File: config.mk
export PLATFORM = sky130hd
export DESIGN_NAME = seg_scan_drv_flat
export DESIGN_NICKNAME = d
export VERILOG_FILES = /design/src/rtl/seg_scan_drv_if.sv /design/src/rtl/seg_scan_drv.sv /design/src/flat_wrapper.sv
export SDC_FILE = /design/constraint.sdc
export NUM_CORES = 1
export LEC_CHECK = 0
export ABC_AREA = 1
export BUFFER_PORTS_ARGS = -buffer_cell sky130_fd_sc_hd__buf_2
export CAP_MARGIN = 20
export CORE_ASPECT_RATIO = 1.25
export CORE_MARGIN = 8
export CORE_UTILIZATION = 50
export DETAILED_ROUTE_END_ITERATION = 6
export PLACE_DENSITY = 0.72
export SYNTH_ARGS = -nofsm -noshare
export SYNTH_HDL_FRONTEND = slang
export SYNTH_SLANG_ARGS = --single-unit
export TNS_END_PERCENT = 10
File: constraint.sdc
create_clock -name sys_clk -period 4.58 [get_ports sys_clk]
set_input_delay 0 -clock sys_clk [delete_from_list [all_inputs] [get_ports sys_clk]]
set_output_delay 0 -clock sys_clk [all_outputs]
set_load 0.01 [all_outputs]
File: src/rtl/seg_scan_drv_if.sv
// Display bus for seg_scan_drv: value/point/sign/enable towards the driver,
// registered digit select and segment lines back from it.
interface seg_scan_drv_if;
  logic [19:0] data;
  logic [5:0]  point;
  logic        sign;
  logic        seg_en;
  logic [5:0]  sel;
  logic [7:0]  seg;

  modport master (output data, point, sign, seg_en, input sel, seg);
  modport slave  (input data, point, sign, seg_en, output sel, seg);
endinterface

File: src/rtl/seg_scan_drv.sv
// Six-digit multiplexed 7-segment driver with sequential binary-to-BCD conversion.
// Optional macro LEADING_ZERO_BLANK_EN blanks digits above the significant part.
module seg_scan_drv #(
  parameter logic [15:0] CNT_MAX = 16'd49_999
) (
  input  logic          sys_clk,
  input  logic          sys_rst,
  seg_scan_drv_if.slave bus
);

  typedef enum logic [1:0] {IDLE, SHIFT, DONE} state_e;

  localparam logic [19:0] DATA_MAX = 20'd999_999;

  logic [15:0] cnt_q;
  logic [2:0]  idx_q;

  state_e      state_q,      state_d;
  logic [19:0] bin_q,        bin_d;
  logic [23:0] bcd_q,        bcd_d;
  logic [4:0]  shift_cnt_q,  shift_cnt_d;
  logic [19:0] last_q,       last_d;
  logic [5:0]  smp_point_q,  smp_point_d;
  logic        smp_sign_q,   smp_sign_d;
  logic [23:0] disp_bcd_q,   disp_bcd_d;
  logic [5:0]  disp_point_q, disp_point_d;
  logic        disp_sign_q,  disp_sign_d;

  logic [5:0]  sel_q;
  logic [7:0]  seg_q;

  logic [23:0] bcd_adj;
  logic [43:0] shift_w;

  // Scan timebase: one digit per CNT_MAX+1 cycles, digit index 0..5.
  always_ff @(posedge sys_clk or posedge sys_rst) begin
    if (sys_rst) begin
      cnt_q <= 16'd0;
      idx_q <= 3'd0;
    end else if (cnt_q == CNT_MAX) begin
      cnt_q <= 16'd0;
      idx_q <= (idx_q == 3'd5) ? 3'd0 : idx_q + 3'd1;
    end else begin
      cnt_q <= cnt_q + 16'd1;
    end
  end

  always_comb begin
    bcd_adj = '0;
    for (int i = 0; i < 6; i++) begin
      bcd_adj[4*i +: 4] = (bcd_q[4*i +: 4] >= 4'd5) ? bcd_q[4*i +: 4] + 4'd3
                                                     : bcd_q[4*i +: 4];
    end
  end

  assign shift_w = {bcd_adj, bin_q} << 1;

  // NOTE: every output of this block gets its hold value first, so no path infers a latch.
  always_comb begin
    state_d      = state_q;
    bin_d        = bin_q;
    bcd_d        = bcd_q;
    shift_cnt_d  = shift_cnt_q;
    last_d       = last_q;
    smp_point_d  = smp_point_q;
    smp_sign_d   = smp_sign_q;
    disp_bcd_d   = disp_bcd_q;
    disp_point_d = disp_point_q;
    disp_sign_d  = disp_sign_q;
    case (state_q)
      IDLE: begin
        if (bus.data != last_q) begin
          last_d      = bus.data;
          bin_d       = (bus.data > DATA_MAX) ? DATA_MAX : bus.data;
          bcd_d       = 24'd0;
          shift_cnt_d = 5'd0;
          smp_point_d = bus.point;
          smp_sign_d  = bus.sign;
          state_d     = SHIFT;
        end
      end
      SHIFT: begin
        bcd_d       = shift_w[43:20];
        bin_d       = shift_w[19:0];
        shift_cnt_d = shift_cnt_q + 5'd1;
        if (shift_cnt_q == 5'd19) state_d = DONE;
      end
      DONE: begin
        disp_bcd_d   = bcd_q;
        disp_point_d = smp_point_q;
        disp_sign_d  = smp_sign_q;
        state_d      = IDLE;
      end
      default: state_d = IDLE;
    endcase
  end

  // NOTE: display registers are reset too, so the panel shows a defined value before the first conversion.
  always_ff @(posedge sys_clk or posedge sys_rst) begin
    if (sys_rst) begin
      state_q      <= IDLE;
      bin_q        <= 20'd0;
      bcd_q        <= 24'd0;
      shift_cnt_q  <= 5'd0;
      last_q       <= 20'd0;
      smp_point_q  <= 6'd0;
      smp_sign_q   <= 1'b0;
      disp_bcd_q   <= 24'd0;
      disp_point_q <= 6'd0;
      disp_sign_q  <= 1'b0;
    end else begin
      state_q      <= state_d;
      bin_q        <= bin_d;
      bcd_q        <= bcd_d;
      shift_cnt_q  <= shift_cnt_d;
      last_q       <= last_d;
      smp_point_q  <= smp_point_d;
      smp_sign_q   <= smp_sign_d;
      disp_bcd_q   <= disp_bcd_d;
      disp_point_q <= disp_point_d;
      disp_sign_q  <= disp_sign_d;
    end
  end

  logic [2:0] msd;
  logic [2:0] minus_pos;
  logic       minus_vld;
  logic       blank;
  logic [3:0] cur_nib;
  logic [7:0] cur_code;
`ifdef LEADING_ZERO_BLANK_EN
  logic [2:0] hp;
  logic       hp_vld;
`endif

  always_comb begin
    msd = 3'd0;
    for (int i = 1; i < 6; i++) begin
      if (disp_bcd_q[4*i +: 4] != 4'd0) msd = 3'(i);
    end
    // A six-digit value leaves no room for the minus sign.
    minus_vld = disp_sign_q && (msd != 3'd5);
`ifdef LEADING_ZERO_BLANK_EN
    hp     = 3'd0;
    hp_vld = 1'b0;
    for (int i = 0; i < 6; i++) begin
      if (disp_point_q[i]) begin
        hp     = 3'(i);
        hp_vld = 1'b1;
      end
    end
    minus_pos = msd + 3'd1;
    blank     = (idx_q > msd) && (!hp_vld || (idx_q > hp));
`else
    minus_pos = 3'd5;
    blank     = 1'b0;
`endif
    cur_nib = disp_bcd_q[{idx_q, 2'b00} +: 4];
    if (minus_vld && (idx_q == minus_pos)) begin
      cur_code = 8'hBF;
    end else if (blank) begin
      cur_code = 8'hFF;
    end else begin
      case (cur_nib)
        4'd0:    cur_code = 8'hC0;
        4'd1:    cur_code = 8'hF9;
        4'd2:    cur_code = 8'hA4;
        4'd3:    cur_code = 8'hB0;
        4'd4:    cur_code = 8'h99;
        4'd5:    cur_code = 8'h92;
        4'd6:    cur_code = 8'h82;
        4'd7:    cur_code = 8'hF8;
        4'd8:    cur_code = 8'h80;
        4'd9:    cur_code = 8'h90;
        default: cur_code = 8'hFF;
      endcase
    end
    if (disp_point_q[idx_q]) cur_code[7] = 1'b0;
  end

  always_ff @(posedge sys_clk or posedge sys_rst) begin
    if (sys_rst) begin
      sel_q <= 6'd0;
      seg_q <= 8'hFF;
    end else if (bus.seg_en) begin
      sel_q <= 6'd1 << idx_q;
      seg_q <= cur_code;
    end else begin
      sel_q <= 6'd0;
      seg_q <= 8'hFF;
    end
  end

  assign bus.sel = sel_q;
  assign bus.seg = seg_q;

endmodule

File: src/flat_wrapper.sv
// flat-port wrapper written by rule: the top's interface ports become plain ports
module seg_scan_drv_flat 
#(
  parameter logic [15:0] CNT_MAX = 16'd49_999
)
  (sys_clk, sys_rst, bus_data, bus_point, bus_sign, bus_seg_en, bus_sel, bus_seg);
  seg_scan_drv_if bus_i ();
  input  logic sys_clk;
  input  logic sys_rst;
  input wire logic [$bits(bus_i.data)-1:0] bus_data;
  input wire logic [$bits(bus_i.point)-1:0] bus_point;
  input wire logic [$bits(bus_i.sign)-1:0] bus_sign;
  input wire logic [$bits(bus_i.seg_en)-1:0] bus_seg_en;
  output wire logic [$bits(bus_i.sel)-1:0] bus_sel;
  output wire logic [$bits(bus_i.seg)-1:0] bus_seg;
  assign bus_i.data = bus_data;
  assign bus_i.point = bus_point;
  assign bus_i.sign = bus_sign;
  assign bus_i.seg_en = bus_seg_en;
  assign bus_sel = bus_i.sel;
  assign bus_seg = bus_i.seg;
  seg_scan_drv #(.CNT_MAX(CNT_MAX)) u_core (.sys_clk(sys_clk), .sys_rst(sys_rst), .bus(bus_i));
endmodule
# After elaboration in Yosys (flattened, before gate mapping)
# Memory sizes are Yosys's and may differ from the RTL's.
# Cells that the tools add are included.
totals:
  reg_bits: 142
  rom_bits: 112
  inputBits: 30
  output_inout_bits: 14
  wordCells: 84
  mem_count: 1
memory_table:
  columns: ["memory", "depth", "word_bits", "rd", "rd_clocked_by_memory_dff", "wr", "line", "text"]
  rows:
  - ["(no name shown)", 16, 7, 1, 0, 0, "seg_scan_drv.sv:164", "case (cur_nib)"]
op_classes:
  add_sub_neg: 9
  order_cmp: 8
  n_eq_ne: 9
  shifts: 2
  muxes: 29
  reduce_logical: 12
ops:
  columns: ["operator", "n"]
  rows:
  - ["$pmux 24 s2", 1]
  - ["$mux 20", 2]
  - ["$pmux 20 s2", 1]
  - ["$ge 4x3->1 const B", 6]
  - ["$mux 24", 1]
  - ["$shiftx 24x6->4", 1]
  - ["$add 4x2->4 const B", 5]
  - ["$gt 20x20->1 const B", 1]
  - ["$mux 4", 5]
  - ["$ne 20x20->1", 1]
  - ["$reduce_bool 4->1", 5]
  - ["$add 16x1->16 const B", 1]
  - ["$eq 16x16->1 const B", 1]
  - ["$mux 16", 1]
  - ["$mux 8", 2]
  - ["$mux 3", 4]
  - ["$pmux 5 s2", 1]
  - ["$mux 2", 4]
  - ["$mux 6", 1]
  - ["$reduce_and 2->1", 3]
  - ["$shl 1x3->6 const A", 1]
  - ["$add 5x1->5 const B", 1]
  - ["$eq 5x5->1 const B", 1]
  - ["$mux 5", 1]
  - ["other kinds (14)", 18]

# Longest topological paths before layout
# Gate-level depths: netlist of run 1.
depth:
  ltp_word: 12
  depth_mapped: 15
  ltp_nobuf: 14

# Least setup slack after synthesis of run 1
# No wires, ideal clock.
synth_timing:
  kind: "reg2reg"
  startpoint: "reg u_core.idx_q[0]"
  endpoint: "reg u_core.seg_q[3], in the netlist u_core.bus.seg[3]"
  setup_ns: 0.061
  t_arrival_ns: 1.685
  required_ns: 4.519
  setup_slack_ns: 2.834
  path_stages_with_launch: 12
  path_buffers: 1
  period_less_slack_ns: 1.746
  cell_sequence: "dfrtp_1 > buf_2 > nor2_1 > nand2_1 > nor2_1 > a21oi_1 > nand2_1 > inv_1 > ha_1 > nand2_1 > nand3_1 > nand2_1"
synth_between:
  elab_chain_cells: 4
  elab_cells_between_ends: 6
  classes_between: "1 x eq/ne; 1 x shift; 2 x mux; 1 x reduce/logical; 1 x memory"
synth_lines:
  columns: ["element", "line", "text"]
  rows:
  - ["start, declared", "seg_scan_drv.sv:16", "logic [2:0] idx_q;"]
  - ["start signal, assigned", "seg_scan_drv.sv:42", "idx_q <= (idx_q == 3'd5) ? 3'd0 : idx_q + 3'd1;"]
  - ["$shiftx 24x6->4 / $eq 3x3->1 (equally long branches)", "seg_scan_drv.sv:158, seg_scan_drv.sv:159", null]
  - ["$mem_v2 16x7 / $logic_and 1x1->1 (equally long branches)", null, null]
  - ["$mux 8 (*)", "seg_scan_drv.sv:159", "if (minus_vld && (idx_q == minus_pos)) begin"]
  - ["$mux 8 (*)", "seg_scan_drv.sv:185", "end else if (bus.seg_en) begin"]
  - ["end signal, assigned", "seg_scan_drv.sv:187", "seg_q <= cur_code;"]
  - ["end, declared", "seg_scan_drv.sv:30", "logic [7:0] seg_q;"]
# Every way passes the cells marked *; elsewhere a longest branch is shown, timed or not.
# A chain may end at the register's enable or synchronous reset.

# Worst setup path after layout of run 1
layout_timing:
  startpoint: "reg u_core.last_q[3]"
  endpoint: "reg u_core.bin_q[18]"
layout_between:
  elab_chain_cells: 3
layout_lines:
  columns: ["element", "line", "text"]
  rows:
  - ["start, declared", "seg_scan_drv.sv:22", "logic [19:0] last_q, last_d;"]
  - ["start signal, assigned", "seg_scan_drv.sv:116", "last_q <= last_d;"]
  - ["$ne 20x20->1", "seg_scan_drv.sv:72", "if (bus.data != last_q) begin"]
  - ["$ne 2x1->1 (no source line)", null, null]
  - ["$reduce_and 2->1 (no source line)", null, null]
  - ["end signal, assigned", "seg_scan_drv.sv:113", "bin_q <= bin_d;"]
  - ["end, declared", "seg_scan_drv.sv:19", "logic [19:0] bin_q, bin_d;"]
# Every way passes these cells.

==> impl_metrics.ini, run 1 <==
[outcome]
status = finished, violations left
failed_checks = design-rule violations

[floorplan]
die-height_um = 151.8
core_um2 = 14410
overall_die_area_um2 = 18920
floorplan.io_pins = 44
rows = 49
initial_core_util_pct = 51.20
die_x_um = 124.6

[pwr]
power.ir.vdd_worst_uv = 330.5
power_per_cell_area_nw_per_um2 = 456.3
pleak_nw = 4.432

[clock_network]
clock_tree_buffer_depth = 2
post-cts-setup-buffer-count = 0
cts_tree = yes
post_cts_resize_count = 0
cts_root_buffer = sky130_fd_sc_hd__clkbuf_16
worst_path_clk_slew_ps = 60
clock_tree.htree_level_count = 4
cts.hold.buffers_added = 29
clock_sink_count = 142
tritoncts.num_buffers = 17
insertion_delay_ps = 430

[critical_path]
timing.critical_path.required_ps = 4940
worstPathCellList = nand2_1 > nand2_1 > nor2_1 > nand2_1 > nor2_1 > nand3_4 > nand2_4 > buf_4 > nand3_1 > nand2_1
critPathMaxFanout = 79
timing.setup.critical_path_class = register to register
worst_setup_path_end_kind = register
highest_delay_cell_along_the_critical_path = sky130_fd_sc_hd__nand2_4
critical_path_arrival_ps = 2880
critical_path.startpoint_type = register
timing.critical_path.buf_inv = 1
path_delay_family = simple AND/OR/NAND/NOR gates
timing.critical_path.slowest_cell_delay_ps = 610
cp_common_cell = sky130_fd_sc_hd__nand2_1

[grt]
grt_pass1_vias = 5579
groute.usage.overall_pct = 16.45
grt.overflow.total = 0
grt_antenna_before_repair = 0
grt_pass1_wl_mm = 26.14
grt_max_degree = 106

[sta]
min_period_ps = 2520
worst_pin_slew_ps = 986.3
final_hold_viol_count = 0
achievable-frequency_mhz = 396.9
final_setup_violations = 0
grt_setup_unrepaired = no
finalClockSkew_ps = 11.54
timing_max_transition_violations_final = 0
timing.final.crit_share_pct = 55.02
relSlewSlack_pct = 33.64
totalNegativeSetupSlack_ps = 0

[routing]
final_antenna_net_count = 0
drc_errors = 1
drt-vias-per-instance = 4.990
drt_first_iter_violations = 314
firstDrtPassIters = 7
drt_wl_total_mm = 14.91
detailroute.via_count = 5893
detail_route.wl_per_cell_um = 12.62

[job]
max_capacitance_violation_count = 0

[synthesis]
synthesis.yosys.warnings = 0
ys_seq_area_share_pct = 48.30
synth_async_sr_flop_share_pct = 100.0
synthFlopType = sky130_fd_sc_hd__dfrtp_1
synth_area_um2 = 7377
post_synth.cell_area_avg_um2 = 7.975
yosys.cell_types.count = 35
postSynthNetCount = 975
postSynthRegisterBits = 142
synth_enable_flop_cells = 0
synth_cells = 925

[placed_design]
place.detailed.instances = 1120
sum_of_net_half_perimeters_after_detailed_placement_mm = 9.653
gp_congestion = 0.8171
placedInstanceArea_um2 = 7686
numPortBuffers = 43

[hold_path]
worst_hold_path_type = input port to register

[cells_and_area]
final_net_count = 1040
drive_above_1_share_pct = 12.56
areaGrowthSynthToFinish_pct = 16.15
mostFrequentLayoutCell = sky130_fd_sc_hd__nand2_1
mostFrequentLayoutCells = sky130_fd_sc_hd__nand2_1, sky130_fd_sc_hd__dfrtp_1, sky130_fd_sc_hd__inv_1
post_layout_nonfiller_instances = 1181
design_area_um2 = 8568
num_antenna_cells = 0
-- flip-flops by register name, summed over array words and instances (netlist names) --
signal / flops
u_core.bcd_q: 24
u_core.disp_bcd_q: 24
u_core.bin_q: 20
u_core.last_q: 20
u_core.cnt_q: 16
u_core.bus.seg: 8
u_core.bus.sel: 6
u_core.disp_point_q: 6
u_core.smp_point_q: 6
u_core.shift_cnt_q: 5
u_core.idx_q: 3
u_core.state_q: 2
u_core.disp_sign_q: 1
u_core.smp_sign_q: 1
-- metal layers --
layer	track usage (%)	vias to the layer above	share of wire [%]
met4	6.786	0	2.2
li1	-	3095	-
met1	20.21	2682	46
met2	26.61	89	48
met5	0	-	0
met3	4.629	27	3.9
-- final timing paths --
| check | cells past startpoint | slack (ps) | to | startpoint |
|---|---|---|---|---|
| worst max register to register | 10 | 2060 | u_core.bin_q[18]$_DFFE_PP0P_ | u_core.last_q[3]$_DFFE_PP0P_ |
| worst min register to register | 1 | 460 | u_core.cnt_q[0]$_DFF_PP0_ | u_core.cnt_q[0]$_DFF_PP0_ |
| worst max-delay path | 10 | 2060 | u_core.bin_q[18]$_DFFE_PP0P_ | u_core.last_q[3]$_DFFE_PP0P_ |
| worst min-delay path | 3 | 330 | u_core.bus.seg[6]$_DFF_PP1_ | bus_seg_en |
| max in group asynchronous | 4 | 3200 | u_core.last_q[5]$_DFFE_PP0P_ | sys_rst |
| min in group asynchronous | 3 | 350 | u_core.bcd_q[1]$_DFFE_PP0P_ | sys_rst |
-- kinds of logic after synthesis --
kind of cell | count (synthesis) | share of synthesized area [%]
AO/OA/AOI/OAI | 130 | 9.396
XOR/XNOR | 15 | 1.781
adder cells (fa/ha/maj) | 20 | 3.392
buffers and inverters | 140 | 7.904
flip-flops | 142 | 48.30
AND/OR/NAND/NOR | 471 | 28.15
multiplexers | 7 | 1.069
-- cells in the mapped netlist (2+ instances only) --
library cell                 n  area [um^2]
sky130_fd_sc_hd__nand4_1    13        81.33
sky130_fd_sc_hd__nor4_1      3        18.77
sky130_fd_sc_hd__o211ai_1    8        60.06
sky130_fd_sc_hd__inv_1     104        390.4
sky130_fd_sc_hd__ha_1       20        250.2
sky130_fd_sc_hd__inv_2       3        11.26
sky130_fd_sc_hd__or2_2       5        31.28
sky130_fd_sc_hd__nor2_1     51        191.4
sky130_fd_sc_hd__a21oi_1    23        115.1
sky130_fd_sc_hd__xor2_1     11        96.34
sky130_fd_sc_hd__clkinv_1    2        7.510
sky130_fd_sc_hd__nor3b_1     3        22.52
sky130_fd_sc_hd__o21ai_0    90        450.4
sky130_fd_sc_hd__nand2_4     2        22.52
sky130_fd_sc_hd__clkbuf_1   12        45.04
sky130_fd_sc_hd__nand2_1   296         1111
sky130_fd_sc_hd__o21bai_1    6        45.04
sky130_fd_sc_hd__nor2_2      3        18.77
sky130_fd_sc_hd__nand3_1    68        340.3
sky130_fd_sc_hd__nand3b_1    2        15.01
sky130_fd_sc_hd__nand3_2    17        170.2
sky130_fd_sc_hd__buf_1       2        7.510
sky130_fd_sc_hd__buf_2      13        65.06
sky130_fd_sc_hd__mux2_2      7        78.83
sky130_fd_sc_hd__buf_8       3        45.04
sky130_fd_sc_hd__xnor2_1     4        35.03
sky130_fd_sc_hd__dfstp_2     8        210.2
sky130_fd_sc_hd__nor3_1      6        30.03
sky130_fd_sc_hd__dfrtp_1   134         3353
-- stage by stage --
stage	util, %	total power [mW]	hold slack (ps)	worst slack (ps)
2_1_floorplan	-	2.319	43.47	783.7
3_3_place_gp	53.35	2.512	215.3	2024
3_5_place_dp	53.35	2.535	207.4	2033
4_1_cts	59.47	3.942	328.2	2023
5_1_grt	59.47	4.181	362.3	1793
6_report	59.47	3.910	333.8	2060
-- where the power goes --
group	total (mW)	internal (mW)	switching, mW	leakage [nW]
Sequential	1.71	1.53	0.179	1.75
Clock	1.38	0.871	0.506	0.290
Combinational	0.826	0.328	0.498	2.39
Total	3.91	2.73	1.18	4.43
-- worst min-delay path: cells and delay by family --
kind	cells	cell delay, ps
buffers and inverters	2	690
AND/OR/NAND/NOR	1	60
-- layout make-up --
type	count	area, um^2
Clock buffer	26	509.2
Timing Repair Buffer	77	543.0
Fill cell	1240	5839
Clock inverter	6	82.58
Sequential cell	142	3563
Multi-Input combinational cell	643	3233
Tap cell	178	222.7
Inverter	109	414.1
Power figures use the tool's default switching activity.
==> run 2, diff against run 1 <==
==> constraint.sdc (replaced) <==
create_clock -name sys_clk -period 2.36 [get_ports sys_clk]
set_input_delay 0 -clock sys_clk [delete_from_list [all_inputs] [get_ports sys_clk]]
set_output_delay 0 -clock sys_clk [all_outputs]
set_load 0.01 [all_outputs]
==> run 2 against run 1 <==
Against the previous run:
- the flow now finishes without violations
- setup slack worse by 1700 ps
- clock power increased by 99%
- total power increased by 96%
- design area increased by 1.3%
- core utilization rose by 0.78 points
- fmax is 25% higher
- critical path type unchanged
- largest power group unchanged
- highest routed layer unchanged
==> impl_metrics.ini, run 2 (synthesized netlist as in run 1, its figures left out) <==
[clock_network]
clock_sink_count = 142
post-cts-setup-buffer-count = 0
tritoncts.num_buffers = 17
clock_tree_buffer_depth = 2
worst_path_clk_slew_ps = 50
cts_root_buffer = sky130_fd_sc_hd__clkbuf_16
insertion_delay_ps = 430
cts_tree = yes
clock_tree.htree_level_count = 4
post_cts_resize_count = 0

[pwr]
pwr-share-clk_pct = 35.6
finalPower_mw = 7.683
power_report.internal_total_mw = 5.344
power.ir.vdd_worst_uv = 623.1
combPwrFrac_pct = 21.2
pleak_nw = 4.472
sw_share_pct = 30.44
power_per_cell_area_nw_per_um2 = 885.0
power_share_of_the_sequential_group_pct = 43.2
switchingPower_mw = 2.338

[sta]
achievable-frequency_mhz = 496.1
min_period_ps = 2016
timing_max_transition_violations_final = 0
relSlewSlack_pct = 49.19
timing.final.crit_share_pct = 85.42
totalNegativeSetupSlack_ps = 0
final_hold_viol_count = 0
setup_ws_post_layout_ps = 344.2
finalClockSkew_ps = 9.515
worst_pin_slew_ps = 762.1
final_setup_violations = 0
grt_setup_unrepaired = no

[cells_and_area]
multi_input_area_um2 = 3233
n_fill_cell = 1293
num_antenna_cells = 0
reg.largest.list = u_core.bcd_q (24), u_core.disp_bcd_q (24)
drive_above_1_share_pct = 13.22
mostFrequentLayoutCells = sky130_fd_sc_hd__nand2_1, sky130_fd_sc_hd__dfrtp_1, sky130_fd_sc_hd__inv_1
areaGrowthSynthToFinish_pct = 17.67
area_taken_by_flip_flops_and_latches_um2 = 3563
design_area_um2 = 8681
mostFrequentLayoutCell = sky130_fd_sc_hd__nand2_1
final_net_count = 1045
final_core_util_pct = 60.25

[critical_path]
critical_path.startpoint_type = register
worst_setup_path_end_kind = register
r2r_slack_ps = 340
timing.critical_path.required_ps = 2730
critPathMaxFanout = 10
timing.setup.critical_path_class = register to register
critical_path_arrival_ps = 2390

[floorplan]
overall_die_area_um2 = 18920
die-height_um = 151.8
floorplan.io_pins = 44
core_um2 = 14410
die_x_um = 124.6
initial_core_util_pct = 51.20
rows = 49

[routing]
detailroute.via_count = 5998
drt_first_iter_violations = 367
drt_wl_total_mm = 14.78
drc_errors = 0
firstDrtPassIters = 4
detail_route.wl_per_cell_um = 12.48
drt-vias-per-instance = 5.066
final_antenna_net_count = 0

[placed_design]
placedInstanceArea_um2 = 7785
gp_congestion = 0.8327
sum_of_net_half_perimeters_after_detailed_placement_mm = 9.778
numPortBuffers = 43
placement.setup.worst_slack_ps = 371.5

[grt]
grt.overflow.total = 0
grt_pass1_wl_mm = 26.64
groute.usage.overall_pct = 16.53
grt_max_degree = 143
grt_pass1_vias = 5974
grt_antenna_before_repair = 0

[job]
max_capacitance_violation_count = 0

[outcome]
status = finished clean

[hold_path]
worst_hold_path_type = input port to asynchronous set/reset pin
## run 2: per-stage QoR
stage	hold WS [ps]	std cells
CTS	301.9	1184
detailed placement	208.7	1125
finish	307.6	1184
floorplan	43.47	925
global placement	210.9	1125
global route	347.2	1184
## run 2: power by group through the flow
stage | Sequential (mW) | Combinational (mW) | Clock, mW
global placement | 3.34 | 1.55 | 0
CTS | 3.32 | 1.65 | 2.79
floorplan | 3.29 | 1.21 | 0
finish | 3.32 | 1.63 | 2.74
global route | 3.38 | 1.94 | 2.88
detailed placement | 3.35 | 1.60 | 0
## run 2: path summary, 6_finish.rpt
path / depth (start not counted) / endpoint / from
setup / recovery: 10 / u_core.bus.seg[3]$_DFF_PP1_ / u_core.idx_q[0]$_DFFE_PP0N_
hold / removal: 4 / u_core.bin_q[18]$_DFFE_PP0P_ / sys_rst
setup reg to reg: 10 / u_core.bus.seg[3]$_DFF_PP1_ / u_core.idx_q[0]$_DFFE_PP0N_
hold reg to reg: 1 / u_core.cnt_q[0]$_DFF_PP0_ / u_core.cnt_q[0]$_DFF_PP0_
max in group asynchronous: 4 / u_core.bin_q[11]$_DFFE_PP0P_ / sys_rst
min in group sys_clk: 3 / u_core.bus.seg[6]$_DFF_PP1_ / bus_seg_en
## run 2: layout make-up
cell class	instances	area share, %
Tap cell	178	2.566
Sequential cell	142	41.05
Clock inverter	10	1.600
Inverter	109	4.756
Clock buffer	20	5.376
Multi-Input combinational cell	643	37.24
Timing Repair Buffer	82	7.408
## run 2: what timing repair did
action                     4_1_cts  5_1_grt
hold endpoints to repair       188        0
setup endpoints to repair        0        0
hold buffers                    29        0
## run 2: critical path, stage by stage, from the launching register on
cell	delay, ps
sky130_fd_sc_hd__dfrtp_1	490
sky130_fd_sc_hd__nor2_1	440
sky130_fd_sc_hd__nand2_1	90
sky130_fd_sc_hd__nor2_1	100
sky130_fd_sc_hd__a21oi_1	50
sky130_fd_sc_hd__nand2_1	140
sky130_fd_sc_hd__inv_1	120
sky130_fd_sc_hd__ha_1	300
sky130_fd_sc_hd__nand2_1	90
sky130_fd_sc_hd__nand3_1	70
sky130_fd_sc_hd__nand2_1	70
## run 2: routing by layer
metal	track usage, %	part of all wire [%]	vias to the layer above
met5	0	0	-
met4	7.016	2.2	0
met3	4.386	4.0	25
met2	27.76	48	95
met1	19.53	45	2782
li1	-	-	3096
